==> src/rtl/timer_pkg.sv <==
// Shared types, BCD limits and BCD step helpers
// for the timer run/set sequencer.
package timer_pkg;

  typedef enum logic [1:0] {
    RUN   = 2'd0,
    SET_H = 2'd1,
    SET_M = 2'd2,
    SET_S = 2'd3
  } state_t;

  localparam logic [3:0] H_MAX  = 4'h9;
  localparam logic [7:0] MS_MAX = 8'h59;

  localparam logic [7:0] DV_ALL = 8'h1F;
  localparam logic [7:0] DV_H   = 8'h10;
  localparam logic [7:0] DV_M   = 8'h0C;
  localparam logic [7:0] DV_S   = 8'h03;

  function automatic logic [7:0] bcd_inc(
    input logic [7:0] v,
    input logic [7:0] max
  );
    if (v == max) return 8'h00;
    if (v[3:0] == 4'h9) return {v[7:4] + 4'h1, 4'h0};
    return v + 8'h01;
  endfunction

  function automatic logic [7:0] bcd_dec(
    input logic [7:0] v,
    input logic [7:0] max
  );
    if (v == 8'h00) return max;
    if (v[3:0] == 4'h0) return {v[7:4] - 4'h1, 4'h9};
    return v - 8'h01;
  endfunction

  // Packed-BCD compare equals numeric compare once both digits are <= 9.
  function automatic logic bcd_ok(
    input logic [7:0] v,
    input logic [7:0] max
  );
    return (v[3:0] <= 4'h9) && (v[7:4] <= 4'h9) && (v <= max);
  endfunction

endpackage

==> src/rtl/btn_cond.sv <==
// Button conditioner: 2-FF sync, stability filter,
// and single-cycle pulse on the filtered rising edge.
module btn_cond #(
  parameter int DEBOUNCE = 1_000_000
) (
  input  logic clk,
  input  logic rst,
  input  logic btn,
  output logic pulse
);

  localparam int CW = (DEBOUNCE > 1) ? $clog2(DEBOUNCE) : 1;

  logic          s1, s2;
  logic          level, level_d;
  logic [CW-1:0] cnt;

  always_ff @(posedge clk or negedge rst) begin
    if (!rst) begin
      s1      <= 1'b0;
      s2      <= 1'b0;
      level   <= 1'b0;
      level_d <= 1'b0;
      cnt     <= '0;
    end else begin
      s1      <= btn;
      s2      <= s1;
      level_d <= level;
      if (s2 == level) begin
        cnt <= '0;
      end else if (cnt == CW'(DEBOUNCE - 1)) begin
        level <= s2;
        cnt   <= '0;
      end else begin
        cnt <= cnt + CW'(1);
      end
    end
  end

  assign pulse = level & ~level_d;

endmodule

==> src/rtl/timer_set_ctrl.sv <==
// Run/set sequencer: freezes the timer, edits H:MM:SS
// in BCD with blinking field, loads the result back.
module timer_set_ctrl
  import timer_pkg::*;
#(
  parameter int DEBOUNCE  = 1_000_000,
  parameter int BLINK_DIV = 25_000_000
) (
  input  logic       clk,
  input  logic       rst,
  input  logic       btn_mode,
  input  logic       btn_inc,
  input  logic       btn_dec,
  input  logic [3:0] cur_h,
  input  logic [7:0] cur_m,
  input  logic [7:0] cur_s,
  output logic       tick_en,
  output logic       load,
  output logic [3:0] load_h,
  output logic [7:0] load_m,
  output logic [7:0] load_s,
  output logic [7:0] digit_valid,
  output logic [1:0] mode
);

  localparam int BW = (BLINK_DIV > 1) ? $clog2(BLINK_DIV) : 1;

  logic mode_p, inc_p, dec_p;

  btn_cond #(.DEBOUNCE(DEBOUNCE)) u_mode (
    .clk(clk), .rst(rst), .btn(btn_mode), .pulse(mode_p)
  );
  btn_cond #(.DEBOUNCE(DEBOUNCE)) u_inc (
    .clk(clk), .rst(rst), .btn(btn_inc), .pulse(inc_p)
  );
  btn_cond #(.DEBOUNCE(DEBOUNCE)) u_dec (
    .clk(clk), .rst(rst), .btn(btn_dec), .pulse(dec_p)
  );

  state_t        state, state_n;
  logic [3:0]    edit_h, edit_h_n;
  logic [7:0]    edit_m, edit_m_n;
  logic [7:0]    edit_s, edit_s_n;
  logic          load_n;
  logic          ud;
  logic [7:0]    h8;
  logic [BW-1:0] bcnt;
  logic          phase;
  logic [7:0]    mask;

  always_comb begin
    state_n  = state;
    edit_h_n = edit_h;
    edit_m_n = edit_m;
    edit_s_n = edit_s;
    load_n   = 1'b0;
    h8       = {4'h0, edit_h};
    ud       = (state != RUN) && !mode_p && (inc_p ^ dec_p);
    case (state)
      RUN: if (mode_p) begin
        state_n  = SET_H;
        edit_h_n = bcd_ok({4'h0, cur_h}, {4'h0, H_MAX}) ? cur_h : 4'h0;
        edit_m_n = bcd_ok(cur_m, MS_MAX) ? cur_m : 8'h00;
        edit_s_n = bcd_ok(cur_s, MS_MAX) ? cur_s : 8'h00;
      end
      SET_H: if (mode_p) state_n = SET_M;
        else if (ud) begin
          h8 = inc_p ? bcd_inc(h8, {4'h0, H_MAX})
                     : bcd_dec(h8, {4'h0, H_MAX});
          edit_h_n = h8[3:0];
        end
      SET_M: if (mode_p) state_n = SET_S;
        else if (ud) edit_m_n = inc_p ? bcd_inc(edit_m, MS_MAX)
                                      : bcd_dec(edit_m, MS_MAX);
      SET_S: if (mode_p) begin
          state_n = RUN;
          load_n  = 1'b1;
        end else if (ud) edit_s_n = inc_p ? bcd_inc(edit_s, MS_MAX)
                                          : bcd_dec(edit_s, MS_MAX);
      default: state_n = RUN;
    endcase
  end

  always_ff @(posedge clk or negedge rst) begin
    if (!rst) begin
      state  <= RUN;
      edit_h <= 4'h0;
      edit_m <= 8'h00;
      edit_s <= 8'h00;
      load   <= 1'b0;
    end else begin
      state  <= state_n;
      edit_h <= edit_h_n;
      edit_m <= edit_m_n;
      edit_s <= edit_s_n;
      load   <= load_n;
    end
  end

  // Blink restarts on every state change or accepted edit.
  always_ff @(posedge clk or negedge rst) begin
    if (!rst) begin
      bcnt  <= '0;
      phase <= 1'b1;
    end else if (state_n != state || ud || state == RUN) begin
      bcnt  <= '0;
      phase <= 1'b1;
    end else if (bcnt == BW'(BLINK_DIV - 1)) begin
      bcnt  <= '0;
      phase <= ~phase;
    end else begin
      bcnt <= bcnt + BW'(1);
    end
  end

  always_comb begin
    mask = 8'h00;
    case (state)
      SET_H:   mask = DV_H;
      SET_M:   mask = DV_M;
      SET_S:   mask = DV_S;
      default: mask = 8'h00;
    endcase
  end

  // Edit regs are untouched in RUN, so they also hold the last load.
  assign load_h      = edit_h;
  assign load_m      = edit_m;
  assign load_s      = edit_s;
  assign tick_en     = (state == RUN) && !load;
  assign digit_valid = phase ? DV_ALL : (DV_ALL & ~mask);
  assign mode        = state;

endmodule

==> config.mk <==
export PLATFORM = sky130hd
export DESIGN_NAME = timer_set_ctrl
export DESIGN_NICKNAME = d
export VERILOG_FILES = /design/src/rtl/timer_pkg.sv /design/src/rtl/btn_cond.sv /design/src/rtl/timer_set_ctrl.sv
export SDC_FILE = /design/constraint.sdc
export NUM_CORES = 1
export LEC_CHECK = 0
export ABC_AREA = 1
export CAP_MARGIN = 10
export CORE_ASPECT_RATIO = 1.25
export CORE_UTILIZATION = 54
export CTS_CLUSTER_SIZE = 8
export DETAILED_ROUTE_END_ITERATION = 8
export PLACE_DENSITY = 0.77
export SLEW_MARGIN = 10
export SYNTH_ARGS = -nofsm -noshare
export SYNTH_HDL_FRONTEND = slang
export SYNTH_SLANG_ARGS = --single-unit
==> constraint.sdc <==
create_clock -name clk -period 1.5 [get_ports clk]
set_input_delay 0.15 -clock clk [delete_from_list [all_inputs] [get_ports clk]]
set_output_delay 0.15 -clock clk [all_outputs]
set_load 0.005 [all_outputs]
* After elaboration in Yosys (flattened, before gate mapping)
Index checks and enable logic that the tools add are counted.
Word-level totals: bits in registers 121, bits in latches 0, memory bits (writable) 0, bits in read-only memories 0, output and inout bits 32, memories 0
Operators by class: $add $sub $neg 14, multipliers 0, div/mod/pow operators 0, $lt $le $gt $ge 8, equal/unequal tests 23, shifts and indexed selects 0, multiplexer cells 113, bitwise logic cells 12, reductions and logical operators 29
Operators by type and width (count):
- two-way mux 8 bit | 26
- two-way mux 20 bit | 6
- adder 20 x 1 -> 20 bit, second input constant | 3
- == test 20 bit, second input constant | 3
- two-way mux 1 bit | 56
- two-way mux 4 bit | 13
- two-way mux 25 bit | 2
- case mux 8 bit (2 select lines) | 2
- adder 25 x 1 -> 25 bit, second input constant | 1
- == test 25 bit, second input constant | 1
- less-or-equal comparator 4 bit, second input constant | 6
- adder 8 x 1 -> 8 bit, second input constant | 2
- == test 8 x 7 -> 1 bit, second input constant | 2
- less-or-equal comparator 8 x 7 -> 1 bit, second input constant | 2
- zero test 8 bit | 2
- subtractor 8 x 1 -> 8 bit, second input constant | 2
- case mux 5 bit (3 select lines) | 1
- inequality test 2 bit, second input constant | 7
- adder 4 x 1 -> 4 bit, second input constant | 3
- == test 4 bit, second input constant | 3
- zero test 4 bit | 3
- AND reduction 4 bit | 3
- subtractor 4 x 1 -> 4 bit, second input constant | 3
- nonzero test 2 bit | 5
- 17 further kinds | 42

* Depth between registers and ports, before layout
Gate-level depths: netlist (run 1).
depth in word-level cells 18, gate-level depth with buffers 12

* Modules after synthesis
From an unflattened synthesis (run 1), not the netlist that was laid out.
Second synthesis, totals: cells, all modules 1137, area total of the unflattened synthesis 8036.5 µm²
Modules (own cells, without submodules):
- timer_set_ctrl | instances 1, cells an instance 648, area an instance 4155.2 µm², seq. area each 1227.4 µm²
- btn_cond | instances 3, cells an instance 163, area an instance 1293.7 µm², seq. area each 600.6 µm²

* Worst setup path after synthesis (run 1)
No wires, ideal clock.
path kind reg-to-reg, start point register edit_m[0] (netlist: load_m[0]), end point register edit_m[6] (netlist: load_m[6]), library setup time 0.117 ns, arrival time 1.484 ns, data required time 1.383 ns, path slack -0.100 ns, cell stages (with the launch flop) 11, buffers on the path 0, cells stage by stage dfrtp_1 -> inv_1 -> ha_1 -> o21ai_0 -> inv_1 -> nand3_1 -> nand2_1 -> nand2_1 -> nand3_1 -> nand2_1 -> nand2_1
Between the ends: word-level cells in the longest chain between the ends 12, elaborated cells on any way between the ends 34, classes of those cells add/sub: 2; eq/ne: 2; mux: 28; reduce/logical: 2
Ends and longest elaborated chain:
- start, declared | RTL line timer_set_ctrl.sv:42 | logic [7:0] edit_m, edit_m_n;
- start signal, assigned | RTL line timer_set_ctrl.sv:94 | edit_m <= edit_m_n;
- == test 4 bit / zero test 4 bit (equally long branches) | RTL line timer_pkg.sv:25, timer_pkg.sv:34
- two-way mux 1 bit (on tied branches) (2 in series) | RTL line timer_pkg.sv:25, timer_pkg.sv:34
- two-way mux 1 bit | RTL line timer_set_ctrl.sv:73 | else if (ud) edit_m_n = inc_p ? bcd_inc(edit_m, MS_MAX)
- two-way mux 1 bit | RTL line timer_set_ctrl.sv:72 | SET_M: if (mode_p) state_n = SET_S;
- two-way mux 1 bit | RTL line timer_set_ctrl.sv:59 | case (state)
- two-way mux 8 bit (on tied branches) | RTL line timer_pkg.sv:26, timer_pkg.sv:35
- two-way mux 8 bit (on tied branches) | RTL line timer_pkg.sv:25, timer_pkg.sv:34
- two-way mux 8 bit * (2 in series) | RTL line timer_set_ctrl.sv:73
- two-way mux 8 bit * | RTL line timer_set_ctrl.sv:72
- case mux 8 bit (2 select lines) * | RTL line timer_set_ctrl.sv:59
Mark *: on every way between the ends. The rest lies on a longest branch, timed or not. The select of a mux whose other input is x is not followed. A chain may end at the register's enable or synchronous reset.

* Final worst setup path (run 1)
start point register edit_m[1] (netlist: load_m[1]), end point register edit_m[6] (netlist: load_m[6])
The elaborated chain is that of the path after synthesis.

==> results.sh, run 1 <==
export IMPL_ys_async_sr_fraction=1.000
export IMPL_cpMostUsedCell="nand3_1"
export IMPL_power_leakage_nw=4.862
export IMPL_fp_coreArea_um2=13930
export IMPL_avgSynthCellArea_um2=6.993
export IMPL_regToRegSetupSlack_ns=-0.15
export IMPL_cts_sinks=121
export IMPL_vias=8354
export IMPL_finalInstanceArea_um2=10720
export IMPL_setup_viol=9
export IMPL_final_hold_violation_count=0
export IMPL_first_pass_iters=9
export IMPL_clkLatencyLatePin_ns=0.44
export IMPL_period_share=1.099
export IMPL_crit_family="simple AND/OR/NAND/NOR gates"
export IMPL_synth_cell_types=39
export IMPL_outcome="finished, violations left"
export IMPL_grt_pass1_vias=7609
export IMPL_mostFrequentLayoutCell="nand2_1"
export IMPL_wl_um=22750
export IMPL_fin_skew_ns=0.01008
export IMPL_port_buffers=53
export IMPL_numCtsBuffers=17
export IMPL_slew_limit_headroom=0.6484
export IMPL_fmax_mhz=606.8
export IMPL_rsz0062_at_grt="true"
export IMPL_critical_path_endpoint_type="register"
export IMPL_grt_usage=0.2908
export IMPL_p_per_area_nw_per_um2=721.2
export IMPL_finalWorstSetupSlack_ns=-0.1479
export IMPL_finalMaxSlewViolations=0
export IMPL_final_min_clock_period_ns=1.648
export IMPL_ys_ff_latch=121
export IMPL_final_cell_mix="nand2_1 (250), nor2_1 (161), inv_1 (122)"
export IMPL_yosysSeqAreaShare=0.3889
export IMPL_postLayoutCoreUtil=0.7694
export IMPL_grt_pass1_wl_um=33840
export IMPL_place_area_um2=9090
export IMPL_finalWeightedCongestion=0.9568
export IMPL_reg2reg_from="load_m[1]$_DFFE_PN0P_"
export IMPL_final_layout_size_suffix_gt1_frac=0.2676
export IMPL_first_iter_violations=752
export IMPL_syn_area_um2=7790
export IMPL_syn2layout_area_growth_pct=37.62
export IMPL_path_clk_slew_ns=0.06
export IMPL_die_h_um=136.3
export IMPL_synthCells=1114
export IMPL_htreeDepth=4
export IMPL_crit_chain="buf_6, ha_1, nand3_1, nand2_2, nand3_1, nand3_1, nand3_1, nand2_1, nand2_1"
export IMPL_min_path_type="input pin to asynchronous set/reset pin"
export IMPL_synth_edf_count=0
export IMPL_start_kind="register"
export IMPL_slowest_stage="dfrtp_1"
export IMPL_drc_errors=0
export IMPL_tightest_slew_ns=0.5269
export IMPL_reg2reg_to="load_m[6]$_DFFE_PN0P_"
export IMPL_violations="negative setup slack"
export IMPL_grt_start_max_net_pins=57
export IMPL_crit_path_max_fanout=3
export IMPL_cp_arrival_ns=1.97
export IMPL_overflow=0
export IMPL_diodes=0
export IMPL_crit_type="register to register"
export IMPL_cts_tree="yes"
export IMPL_slowest_delay_ns=0.38
export IMPL_io_pin_count=57
export IMPL_ir_drop_v=0.0007948
export IMPL_synth_warning_count=0
export IMPL_placement_rows=48
export IMPL_cts_max_path_buffers=2
export IMPL_crit_required_ns=1.82
export IMPL_die_w_um=109.4
export IMPL_dpl_hpwl_um=14070
export IMPL_nNetsFinal=1349
export IMPL_die_area_um2=14910
export IMPL_cp_depth=9
export IMPL_clock_root_buffer="clkbuf_16"
export IMPL_setup_worst_path_start="load_m[1]$_DFFE_PN0P_"
export IMPL_max_cap_violations=0
export IMPL_antenna_found_initial=0
export IMPL_wl_per_cell_um=15.22
export IMPL_ys_flop_type="dfrtp_1"
export IMPL_via_per_inst=5.592
export IMPL_fillerInstances=960
export IMPL_crit_path_end="load_m[6]$_DFFE_PN0P_"
export IMPL_critPathBufInv=1
export IMPL_reg2reg_depth=9
export IMPL_start_util=0.5591
export IMPL_final_antenna_net_count=0
power breakdown:
group	internal [W]	switching, W	leakage [nW]	total, W
logic	0.000132	0.000170	3.02	0.000302
clock network	0.00260	0.00151	0.286	0.00411
registers	0.00329	0.0000226	1.56	0.00332
total	0.00603	0.00170	4.86	0.00773
metal layers:
metal,GRT usage,part of all wire,up-vias
met3,0.06040,0.067,83
met2,0.5063,0.51,386
met1,0.3410,0.39,3946
li1,-,-,3939
met4,0.1304,0.035,0
met5,0,0,-
flip-flops by register name (all words and copies together) (netlist names), 2 cells and up:
| register | cells |
|---|---|
| load_m | 8 |
| u_inc.cnt | 20 |
| u_dec.cnt | 20 |
| u_mode.cnt | 20 |
| load_s | 8 |
| load_h | 4 |
| mode | 2 |
| bcnt | 25 |
kinds of logic (layout without fill, tap and decap cells):
logic type	after synthesis	count (layout)	share of synthesized area
simple gates	695	697	0.3986
buf+inv	168	369	0.08786
flops	121	121	0.3889
compound gates	67	67	0.04578
xor+xnor	44	44	0.04947
fa+ha+maj	18	18	0.02891
other cells	1	3	0.0004814
area by class of cell:
type / count / area [um^2] / area share
inverters: 151 / 591.8 / 0.05521
flip-flops and latches: 121 / 3049 / 0.2844
well taps: 175 / 219.0 / 0.02042
clock inverters: 8 / 95.09 / 0.008870
multi-input cells: 829 / 4693 / 0.4378
repair buffers: 186 / 1580 / 0.1474
clock buffers: 24 / 491.7 / 0.04587
Yosys cell counts, types with 6 or more instances:
| master | n | area share |
|---|---|---|
| inv_1 | 142 | 0.068 |
| nor2_2 | 7 | 0.0056 |
| a31oi_1 | 6 | 0.0048 |
| nand4_1 | 29 | 0.023 |
| buf_4 | 8 | 0.0077 |
| nor3_1 | 41 | 0.026 |
| a21oi_1 | 21 | 0.013 |
| nor2_1 | 191 | 0.092 |
| nand2_1 | 275 | 0.13 |
| dfrtp_1 | 120 | 0.39 |
| xnor2_1 | 9 | 0.010 |
| nor3b_1 | 11 | 0.011 |
| nand2_2 | 10 | 0.0080 |
| nand3_1 | 106 | 0.068 |
| xor2_1 | 35 | 0.039 |
| ha_1 | 18 | 0.029 |
| o21ai_0 | 33 | 0.021 |
| inv_2 | 6 | 0.0029 |
| nor3_2 | 6 | 0.0077 |
worst min-delay path by stage:
| stage | end | depth (start not counted) | slack [ns] | startpoint |
|---|---|---|---|---|
| floorplan | bcnt[0]$_DFF_PN0_ | 0 | -0.15 | rst |
| global placement | u_dec.cnt[16]$_DFF_PN0_ | 1 | 0.03 | rst |
| detailed placement | u_dec.cnt[16]$_DFF_PN0_ | 1 | 0.04 | rst |
| CTS | u_dec.cnt[13]$_DFF_PN0_ | 2 | 0.12 | rst |
| global route | u_dec.cnt[14]$_DFF_PN0_ | 2 | 0.14 | rst |
| finish | u_dec.cnt[16]$_DFF_PN0_ | 2 | 0.12 | rst |
timing repair:
action	in CTS	in global routing
pin swaps	4	48
setup endpoints to repair	63	94
cloned	2	1
setup buffers	26	22
hold buffers	1	0
resized for setup	81	168
hold endpoints to repair	120	0
metrics by stage:
step	worst slack (ns)	cells	TNS [ns]	hold slack [ns]	power [W]
3_5_place_dp	-0.1012	1411	-0.7915	0.03720	0.003651
3_3_place_gp	-0.07502	1411	-0.3846	0.03418	0.003642
2_1_floorplan	-0.01064	1116	-0.01064	-0.1456	0.003463
4_1_cts	-0.1098	1472	-0.2294	0.1227	0.007728
5_1_grt	-0.2734	1494	-3.234	0.1375	0.007934
6_report	-0.1479	1494	-0.3416	0.1237	0.007732
Power figures use the tool's default switching activity.
==> run 2, diff against run 1 <==
--- a/config.mk
+++ b/config.mk
@@ -5,13 +5,11 @@
 export SDC_FILE = /design/constraint.sdc
 export NUM_CORES = 1
 export LEC_CHECK = 0
-export ABC_AREA = 1
 export CAP_MARGIN = 10
 export CORE_ASPECT_RATIO = 1.25
-export CORE_UTILIZATION = 54
+export CORE_UTILIZATION = 30
 export CTS_CLUSTER_SIZE = 8
 export DETAILED_ROUTE_END_ITERATION = 8
-export PLACE_DENSITY = 0.77
 export SLEW_MARGIN = 10
 export SYNTH_ARGS = -nofsm -noshare
 export SYNTH_HDL_FRONTEND = slang
==> results.sh, run 2 <==
export IMPL_first_pass_iters=8
export IMPL_via_per_inst=5.023
export IMPL_die_h_um=172.2
export IMPL_grt_pass1_vias=7070
export IMPL_power_leakage_nw=4.857
export IMPL_synth_top_cells_by_count="nor2_1 (123), dfrtp_1 (120), xnor2_1 (52)"
export IMPL_placement_rows=61
export IMPL_critical_path_endpoint_type="register"
export IMPL_cp_arrival_ns=2.17
export IMPL_largest_register_ffs=25
export IMPL_finalWorstSetupSlack_ns=-0.3622
export IMPL_clock_root_buffer="clkbuf_16"
export IMPL_period_share=1.241
export IMPL_final_antenna_net_count=0
export IMPL_clkLatencyLatePin_ns=0.43
export IMPL_overflow=0
export IMPL_holdPathStages=1
export IMPL_ir_drop_v=0.0008165
export IMPL_post_place_ws_ns=-0.3679
export IMPL_first_iter_violations=294
export IMPL_final_hold_violation_count=0
export IMPL_ys_ff_latch=121
export IMPL_synthTopCellsByArea="dfrtp_1 (43%), nor2_1 (6.6%), xnor2_1 (6.6%)"
export IMPL_regMostFlops="bcnt"
export IMPL_wl_per_cell_um=15.36
export IMPL_cts_sinks=121
export IMPL_nNetsFinal=1110
export IMPL_path_clk_slew_ns=0.06
export IMPL_port_buffers=53
export IMPL_violations="design-rule violations, negative setup slack"
export IMPL_finalInstanceArea_um2=11540
export IMPL_fp_coreArea_um2=22520
export IMPL_final_min_clock_period_ns=1.862
export IMPL_synth_area_leader_cell="dfrtp_1"
export IMPL_ys_flop_type="dfrtp_1"
export IMPL_die_area_um2=23780
export IMPL_antenna_found_initial=0
export IMPL_crit_path_max_fanout=3
export IMPL_htreeDepth=4
export IMPL_setup_viol=108
export IMPL_dpl_hpwl_um=13260
export IMPL_fin_skew_ns=0.01066
export IMPL_final_cell_mix="buf_4 (207), dfrtp_1 (106), nor2_1 (63)"
export IMPL_min_path_type="input pin to register"
export IMPL_fin_cells=1363
export IMPL_synthCells=762
export IMPL_die_w_um=138.1
export IMPL_synth_top_cell_area_share=0.4320
export IMPL_grt_usage=0.1797
export IMPL_wl_um=20940
export IMPL_fillerInstances=1958
export IMPL_synth_edf_count=0
export IMPL_outcome="finished, violations left"
export IMPL_synth_most_common_cell="nor2_1"
export IMPL_start_util=0.3087
export IMPL_tightest_slew_ns=0.5469
export IMPL_syn2layout_area_growth_pct=66.03
export IMPL_finalWeightedCongestion=0.8906
export IMPL_hold_slack_ns=0.1639
export IMPL_start_kind="register"
export IMPL_vias=6847
export IMPL_dp_cells=1252
export IMPL_setup_tns_ns=-18.52
export IMPL_crit_type="register to register"
export IMPL_regToRegSetupSlack_ns=-0.36
export IMPL_reg2reg_depth=7
export IMPL_grt_start_max_net_pins=75
export IMPL_mostFrequentLayoutCell="buf_4"
export IMPL_ys_async_sr_fraction=1.000
export IMPL_p_per_area_nw_per_um2=678.6
export IMPL_slew_limit_headroom=0.6351
export IMPL_drc_errors=14
export IMPL_io_pin_count=57
export IMPL_reg2reg_from="load_s[1]$_DFFE_PN0P_"
export IMPL_grt_pass1_wl_um=34070
export IMPL_finalMaxSlewViolations=0
export IMPL_cts_tree="yes"
export IMPL_syn_area_um2=6950
export IMPL_yosysSeqAreaShare=0.4358
export IMPL_rsz0062_at_grt="true"
export IMPL_avgSynthCellArea_um2=9.121
export IMPL_synth_warning_count=0
export IMPL_fmax_mhz=537.0
export IMPL_final_layout_size_suffix_gt1_frac=0.4620
export IMPL_crit_required_ns=1.80
export IMPL_synth_cell_types=74
export IMPL_min_to="u_inc.s1$_DFF_PN0_"
export IMPL_numCtsBuffers=17
export IMPL_max_cap_violations=0
export IMPL_cts_max_path_buffers=2
export IMPL_diodes=0
export IMPL_reg2reg_to="load_s[7]$_DFFE_PN0P_"
export IMPL_hp_start="btn_inc"
export IMPL_place_area_um2=9412
[run 2: cell types whose count changed in the layout (fill, tap and decap cells not counted), moves of 40 or more]
cell     change
xnor2_1     +40
buf_4       +94
inv_1      -101
nand3_1     -52
nand2_1    -204
nor2_1      -98
[run 2: how the worst max path moves through the flow]
stage	slack, ns	startpoint	to
6_report	-0.36	load_s[1]$_DFFE_PN0P_	load_s[7]$_DFFE_PN0P_
5_1_grt	-0.41	load_s[1]$_DFFE_PN0P_	load_s[4]$_DFFE_PN0P_
4_1_cts	-0.38	load_s[1]$_DFFE_PN0P_	load_s[4]$_DFFE_PN0P_
3_5_place_dp	-0.37	load_s[1]$_DFFE_PN0P_	load_s[4]$_DFFE_PN0P_
3_3_place_gp	-0.32	bcnt[13]$_DFF_PN0_	bcnt[16]$_DFF_PN0_
2_1_floorplan	-0.36	load_s[1]$_DFFE_PN0P_	load_s[7]$_DFFE_PN0P_
[run 2: cells by family (layout without fill, tap and decap cells)]
kind of cell,Yosys count,count (layout),synth area share
XOR/XNOR,90,90,0.1145
other,1,3,0.0005395
adder cells (fa/ha/maj),18,18,0.03240
AO/OA/AOI/OAI,108,108,0.1062
AND/OR/NAND/NOR,358,370,0.2625
flip-flops,121,121,0.4358
buffers and inverters,60,364,0.03834
multiplexers,6,6,0.009720
[run 2: cell type report]
| class | instances | area (um^2) | area share |
|---|---|---|---|
| Multi-Input combinational cell | 595 | 4818 | 0.4175 |
| Sequential cell | 121 | 3047 | 0.2640 |
| Timing Repair Buffer | 307 | 2628 | 0.2277 |
| Clock buffer | 17 | 425.4 | 0.03686 |
| Tap cell | 283 | 354.1 | 0.03068 |
| Clock inverter | 15 | 163.9 | 0.01420 |
| Inverter | 25 | 103.9 | 0.008999 |
[run 2: power breakdown]
group,switching (W),internal (W)
combinational,0.000215,0.000192
clock,0.00163,0.00248
sequential,0.0000214,0.00329
total,0.00187,0.00596
[run 2: through the flow]
step | power [W] | util
floorplan | 0.003491 | -
global placement | 0.003714 | 0.4180
detailed placement | 0.003719 | 0.4180
CTS | 0.007911 | 0.4871
global route | 0.008106 | 0.5125
finish | 0.007831 | 0.5125
[run 2: critical path, stage by stage, from the launching register on]
cell     delay, ns
dfrtp_2       0.43
inv_4         0.08
ha_4          0.13
o21ba_4       0.15
or4b_4        0.50
xor2_2        0.16
nor4_1        0.07
a211o_1       0.23
[run 2: what timing repair did]
action | in CTS | in global routing
endpoints found under the hold margin | 121 | 0
endpoints found under the setup margin | 135 | 116
cloned | 12 | 1
buffers inserted | 52 | 17
hold buffers | 1 | 0
pin swaps | 56 | 34
resized for setup | 160 | 114
[run 2: metal layers]
layer  vias up  global-route usage  share of wire
met2       148              0.3376           0.54
met4         0             0.08451          0.023
li1       3314                   -              -
met3        40             0.03074          0.034
met1      3345              0.1982           0.40
met5         -                   0              0
